--- config.mk ---
export PLATFORM = sky130hd
export DESIGN_NAME = adc_spi_sampler
export DESIGN_NICKNAME = d
export VERILOG_FILES = /design/src/rtl/adc_spi_sampler.sv
export SDC_FILE = /design/constraint.sdc
export NUM_CORES = 1
export LEC_CHECK = 0
export CELL_PAD_IN_SITES_DETAIL_PLACEMENT = 1
export CELL_PAD_IN_SITES_GLOBAL_PLACEMENT = 2
export CORE_UTILIZATION = 42
export CTS_CLUSTER_SIZE = 14
export DETAILED_ROUTE_END_ITERATION = 12
export DONT_BUFFER_PORTS = 1
export HOLD_SLACK_MARGIN = 0.15
export PLACE_DENSITY_LB_ADDON = 0.15
export REMOVE_ABC_BUFFERS = 1
export SLEW_MARGIN = 20
export SYNTH_ARGS = -nofsm -noshare
export SYNTH_HDL_FRONTEND = slang
export SYNTH_SLANG_ARGS = --single-unit
export TNS_END_PERCENT = 20
--- constraint.sdc ---
create_clock -name clk -period 2.7 [get_ports clk]
set_clock_uncertainty 0.15 [all_clocks]
set_input_delay 0.81 -clock clk [delete_from_list [all_inputs] [get_ports clk]]
set_output_delay 0.81 -clock clk [all_outputs]
set_load 0.02 [all_outputs]
--- src/rtl/adc_spi_sampler.sv ---
// Paces a 12-bit SPI ADC, converts offset-binary codes to signed 16-bit and
// forwards the first USED_PER_SEC samples of each second. Define ADC_DC_REMOVE_EN for DC removal.
module adc_spi_sampler #(
  parameter int CLK_FREQ_HZ     = 50000000,
  parameter int SAMPLE_RATE_HZ  = 25000,
  parameter int SCLK_DIV        = 4,
  parameter int SAMPLES_PER_SEC = 25000,
  parameter int USED_PER_SEC    = 24576
) (
  input  logic        clk,
  input  logic        rst,
  input  logic        enable,
  output logic        adc_cs_n,
  output logic        adc_sclk,
  input  logic        adc_miso,
  output logic [15:0] sample_out,
  output logic        sample_valid,
  output logic [10:0] sample_index,
  output logic        overrun
);

  localparam int DIV = CLK_FREQ_HZ / SAMPLE_RATE_HZ;
  localparam int PW  = $clog2(DIV);
  localparam int SW  = $clog2(SAMPLES_PER_SEC);
  localparam int HW  = $clog2(2 * SCLK_DIV);

  typedef enum logic [1:0] {IDLE, SETUP, SHIFT, DONE} state_t;

  state_t        state;
  logic [PW-1:0] pace_cnt;
  logic [SW-1:0] sec_cnt;
  logic [HW-1:0] phase;
  logic [3:0]    bit_cnt;
  logic [11:0]   shift_reg;
  logic          tick;
  logic [15:0]   conv_x;
  logic [15:0]   conv_out;

  assign tick   = enable && (pace_cnt == '0);
  // Offset binary to two's complement is an MSB flip; the <<4 is the zero pad.
  assign conv_x = {~shift_reg[11], shift_reg[10:0], 4'h0};

`ifdef ADC_DC_REMOVE_EN
  logic signed [23:0] dc;
  logic signed [23:0] dc_next;
  logic signed [24:0] dc_diff;
  logic signed [24:0] dc_step;
  logic signed [16:0] dc_sub;

  always_comb begin
    dc_diff = {conv_x[15], conv_x, 8'h00} - {dc[23], dc};
    dc_step = dc_diff >>> 8;
    dc_next = dc + dc_step[23:0];
    dc_sub  = {conv_x[15], conv_x} - {dc[23], dc[23:8]};
    if (dc_sub[16] != dc_sub[15]) conv_out = dc_sub[16] ? 16'h8000 : 16'h7fff;
    else                          conv_out = dc_sub[15:0];
  end

  always_ff @(posedge clk or negedge rst) begin
    if (!rst)               dc <= '0;
    else if (state == DONE) dc <= dc_next;
  end
`else
  assign conv_out = conv_x;
`endif

  always_ff @(posedge clk or negedge rst) begin
    if (!rst)                         pace_cnt <= '0;
    else if (!enable)                 pace_cnt <= '0;
    else if (pace_cnt == PW'(DIV - 1)) pace_cnt <= '0;
    else                              pace_cnt <= pace_cnt + 1'b1;
  end

  // NOTE: all sequential state uses non-blocking assignments so every register
  // samples the pre-edge values; blocking here would create order-dependent logic.
  always_ff @(posedge clk or negedge rst) begin
    if (!rst) begin
      state        <= IDLE;
      adc_cs_n     <= 1'b1;
      adc_sclk     <= 1'b0;
      sample_out   <= '0;
      sample_valid <= 1'b0;
      sample_index <= '0;
      overrun      <= 1'b0;
      sec_cnt      <= '0;
      phase        <= '0;
      bit_cnt      <= '0;
      shift_reg    <= '0;
    end else begin
      sample_valid <= 1'b0;
      if (sample_valid) sample_index <= sample_index + 1'b1;
      if (tick && state != IDLE) overrun <= 1'b1;

      case (state)
        IDLE: begin
          adc_sclk <= 1'b0;
          if (!enable) begin
            sec_cnt      <= '0;
            sample_index <= '0;
          end else if (tick) begin
            state    <= SETUP;
            adc_cs_n <= 1'b0;
            phase    <= '0;
          end
        end
        SETUP: begin
          if (phase == HW'(SCLK_DIV - 1)) begin
            phase   <= '0;
            bit_cnt <= '0;
            state   <= SHIFT;
          end else begin
            phase <= phase + 1'b1;
          end
        end
        SHIFT: begin
          // miso is captured on the same edge that raises sclk
          if (phase == HW'(SCLK_DIV - 1)) begin
            adc_sclk  <= 1'b1;
            shift_reg <= {shift_reg[10:0], adc_miso};
            phase     <= phase + 1'b1;
          end else if (phase == HW'(2 * SCLK_DIV - 1)) begin
            adc_sclk <= 1'b0;
            phase    <= '0;
            if (bit_cnt == 4'd15) state   <= DONE;
            else                  bit_cnt <= bit_cnt + 1'b1;
          end else begin
            phase <= phase + 1'b1;
          end
        end
        DONE: begin
          adc_cs_n   <= 1'b1;
          adc_sclk   <= 1'b0;
          state      <= IDLE;
          sample_out <= conv_out;
          if (sec_cnt < SW'(USED_PER_SEC)) sample_valid <= 1'b1;
          if (sec_cnt == SW'(SAMPLES_PER_SEC - 1)) sec_cnt <= '0;
          else                                     sec_cnt <= sec_cnt + 1'b1;
        end
        default: state <= IDLE;
      endcase
    end
  end

endmodule

# Word-level counts from Yosys, hierarchy flattened
# Index checks and enable logic that the tools add are counted.
[op_classes] n_mul=0 n_lt_le_gt_ge=1 shifts=0 reduce_logical=17 n_bitwise=1 n_eq_ne=17 n_addsub=5 n_div=0 n_mux=34
[op_table] operator="$mux W11" n=5
[op_table] operator="$mux W15" n=2
[op_table] operator="$pmux W15 S2" n=1
[op_table] operator="$add A11 B1 Y11 const B" n=2
[op_table] operator="$mux W4" n=4
[op_table] operator="$ne A2 B2 Y1 const B" n=8
[op_table] operator="$add A15 B1 Y15 const B" n=1
[op_table] operator="$eq A15 B15 Y1 const B" n=1
[op_table] operator="$lt A15 B15 Y1 const B" n=1
[op_table] operator="$mux W3" n=5
[op_table] operator="$mux W2" n=6
[op_table] operator="$eq A11 B11 Y1 const B" n=1
[op_table] operator="$logic_not A11 Y1" n=1
[op_table] operator="$pmux W3 S3" n=1
[op_table] operator="$pmux W2 S4" n=1
[op_table] operator="$pmux W4 S2" n=1
[op_table] operator="$reduce_bool A2 Y1" n=4
[op_table] operator="$mux W1" n=6
[op_table] operator="$reduce_and A2 Y1" n=3
[op_table] operator="$reduce_and A3 Y1" n=2
[op_table] operator="$reduce_and A6 Y1" n=1
[op_table] operator="$reduce_and A5 Y1" n=1
[op_table] operator="$add A4 B1 Y4 const B" n=1
[op_table] operator="$eq A2 B2 Y1 const B" n=2
[op_table] operator="12 further kinds" n=14
[word_totals] latchBits=0 regBits=74 mem_count=0 elab_cells=87 ramBits=0 rom_bits=0 input_bits=4 out_inout_bits=31

# Depth between registers and ports, before layout
[depth] ltp_word=5 ltp_mapped=8

# Worst setup path before layout
# Ideal clock, no wire load.
[synth_path] path_kind="input to register" start="in enable" end="reg sec_cnt[12]" setup_slack_ns=0.427 required_ns=2.473 t_arrival_ns=2.046 path_stages=5 cell_sequence="nand2b_1 > clkbuf_1 > a2111o_1 > or3_1 > a21oi_1"
[synth_between] elab_chain_len=2
[synth_rtl] element="start, declared" line="12" source="input logic enable,"
[synth_rtl] element="$ne A2 B2 Y1 (no line)"
[synth_rtl] element="$reduce_and A2 Y1 (no line)"
[synth_rtl] element="end signal, assigned" line="137" source="else sec_cnt <= sec_cnt + 1'b1;"
[synth_rtl] element="end, declared" line="31" source="logic [SW-1:0] sec_cnt;"
# No other way between the ends.
# A chain may end at the register's enable or synchronous reset.

# Worst setup path after layout
[layout_path] start="reg state[0]" end="reg sec_cnt[14]"
[layout_between] elab_chain_len=3 word_cells_on_any_way=6 classes_between="2 x eq/ne; 1 x mux; 3 x reduce/logical"
[layout_rtl] element="start, declared" line="29" source="state_t state;"
[layout_rtl] element="start signal, assigned" line="78" source="state <= IDLE;"
[layout_rtl] element="start signal, assigned" line="101" source="state <= SETUP;"
[layout_rtl] element="start signal, assigned" line="110" source="state <= SHIFT;"
[layout_rtl] element="$logic_not A2 Y1 or $eq A2 B2 Y1 (tied branches)" line="94" source="case (state)"
[layout_rtl] element="$ne A2 B2 Y1 (no line) or $reduce_bool A2 Y1 (tied branches)"
[layout_rtl] element="$reduce_and A2 Y1 (no line)"
# Several ways; a longest one is shown, not always the timed one.

==> flow_summary.ini <==
[pwr]
leakage_uw = 0.00175
vdd_drop_max_v = 0.000200
p_per_area_nw_per_um2 = 495

[grt]
grt_pass1_wl_mm = 12.8
grt_usage_pct = 18.4
grt_max_degree = 75
first_global_vias = 2601
antenna_found_initial = 0
overflow = 0

[hold_path]
hp-class = input port to asynchronous set/reset pin

[drt]
first_pass_iters = 4
drt_wl_total_mm = 7.50
dr_total_vias = 2471
wire_per_inst_um = 16.4
ant_nets = 0
drc = 0
drtIter0Drc = 51
routed_via_density = 5.41

[setup_path]
critPathCaptureType = register
crit_type = register to register
cp_max_fo = 11
reg2regPathDepth = 6
worst_setup_path_start_kind = register
crit_required_ns = 2.83
cp_data_arrival_time_ns = 2.50

[synthesis]
synth.avg_cell_area_um2 = 10.9
synth_area_leader_cell = dfrtp_1
netlist_top_cells_area = dfrtp_1, mux2_2, ha_1
ys_seq_area_share_pct = 50.4
synth_cells = 338
synth_edf_count = 0
netlist_area_um2 = 3680
yosysWarnings = 0
synth_cell_types = 55
synthFlopType = dfrtp_1
synthArstFlopShare_pct = 100
synth_top_area_share_pct = 49.7
synth-seq-cells = 74

[outcome]
status = completed

[floorplan]
initial_core_util_pct = 44.1
io_pins = 35
die_height_um = 95.6
dieWidth_um = 95.6
rows = 33
die_area_um2 = 9130
core_um2 = 8340

[sta]
setup-violations-final = 0
final.period_utilization_pct = 87.8
min_period_ns = 2.37
tightest_slew_ns = 0.540
rsz0062_at_grt = no
slew_violations = 0
relSlewSlack_pct = 63.1
max_freq_mhz = 422
finalHoldViolCount = 0
fin_setup_tns_ns = 0

[layout]
layout_commonest_cell = dfrtp_1
nets = 366
final.fill_count = 920
finalCoreUtilization_pct = 48.0
drive_gt1_share_pct = 16.2
largest_register_ff_count = 15
area_growth_pct = 8.98
final_cell_mix = dfrtp_1, nor2_1, mux2_2
insertedDiodeCount = 0

[flow_run]
maxCapViolCount = 0

[clock_network]
cts_buffers = 9
cts_root_buf = clkbuf_8
insertion_delay_ns = 0.35
tritoncts = done
cts.sinks = 74
cts_setup_buffers = 0
clkTransAtPathRegs_ns = 0.09
htree_num_levels = 3
cts_buffer_depth = 2

[placement]
dp_hpwl_mm = 4.94
gp_congestion = 0.734
port_buffers = 0
-- critical path, cell delays in order, from the launching register on --
cell	delay, ns
dfrtp_1	0.41
inv_1	0.13
ha_1	0.31
nand2b_1	0.30
a2111o_1	0.50
or3_1	0.35
a21oi_1	0.15
-- cell usage after synthesis (4+ instances only) --
cell type	instances
mux2_2	23
nand2b_1	5
and3_1	5
or3_1	4
xor2_1	8
nand2_1	22
buf_4	4
ha_1	15
mux2i_1	5
clkbuf_1	7
xnor2_1	17
nand3_1	9
dfrtp_1	73
o21ai_0	11
nor2_1	34
a211oi_1	6
nor3_1	7
nand4_1	10
inv_1	18
a21oi_1	10
-- stage by stage --
| stage | cell area [µm²] | power (µW) | hold WS (ns) | std cells | worst slack [ns] |
|---|---|---|---|---|---|
| after floorplan | 3620 | 1170 | 0.270 | 329 | 0.275 |
| after global placement | 3800 | 1180 | 0.288 | 440 | 0.368 |
| after detailed placement | 3800 | 1180 | 0.326 | 440 | 0.321 |
| after CTS | 4010 | 2020 | 0.192 | 457 | 0.302 |
| after global routing | 4010 | 2080 | 0.213 | 457 | 0.182 |
| final | 4010 | 1980 | 0.197 | 457 | 0.329 |
-- worst paths after layout --
| path | start | end | slack, ns |
|---|---|---|---|
| worst max-delay path | state[0] | sec_cnt[14] | 0.33 |
| worst min-delay path | rst | shift_reg[5] | 0.20 |
| worst max register to register | state[0] | sec_cnt[14] | 0.33 |
| worst min register to register | shift_reg[11] | sample_out[15] | 0.33 |
| max in group asynchronous | rst | adc_cs_n | 1.88 |
| min in group clk | shift_reg[11] | sample_out[15] | 0.33 |
-- layer usage --
metal | track usage, % | vias up | wire, µm
met5 | 0 | - | 0
met4 | 7.09 | 0 | 118
met3 | 3.51 | 10 | 232
met2 | 30.5 | 34 | 3570
met1 | 23.6 | 1234 | 3580
li1 | - | 1193 | -
-- timing repair --
| action | 4_1_cts | 5_1_grt |
|---|---|---|
| hold buffers | 1 | 0 |
| gates resized for setup | 0 | 0 |
| hold endpoints to repair | 74 | 0 |
-- logic make-up after synthesis --
kind of cell,share of synthesized area [%]
simple gates,16.5
other cells,0.102
xor+xnor,5.95
buf+inv,3.67
compound gates,9.29
fa+ha+maj,5.10
mux,9.02
flops,50.4
-- power by group --
group | switching [µW] | internal, µW | leakage [µW] | total, µW
sequential | 8.30 | 1120 | 0.000928 | 1120
clock | 457 | 348 | 0.0000872 | 805
combinational | 38.5 | 17.1 | 0.000731 | 55.6
-- area by class of cell --
class | count | area [µm²] | share of cell area, %
Clock inverter | 7 | 58.8 | 1.47
Inverter | 18 | 67.6 | 1.69
Sequential cell | 74 | 1850 | 46.2
Timing Repair Buffer | 7 | 72.6 | 1.81
Multi-Input combinational cell | 237 | 1700 | 42.4
Clock buffer | 9 | 124 | 3.09
Tap cell | 105 | 131 | 3.28
(Power assumes the default switching activity.)
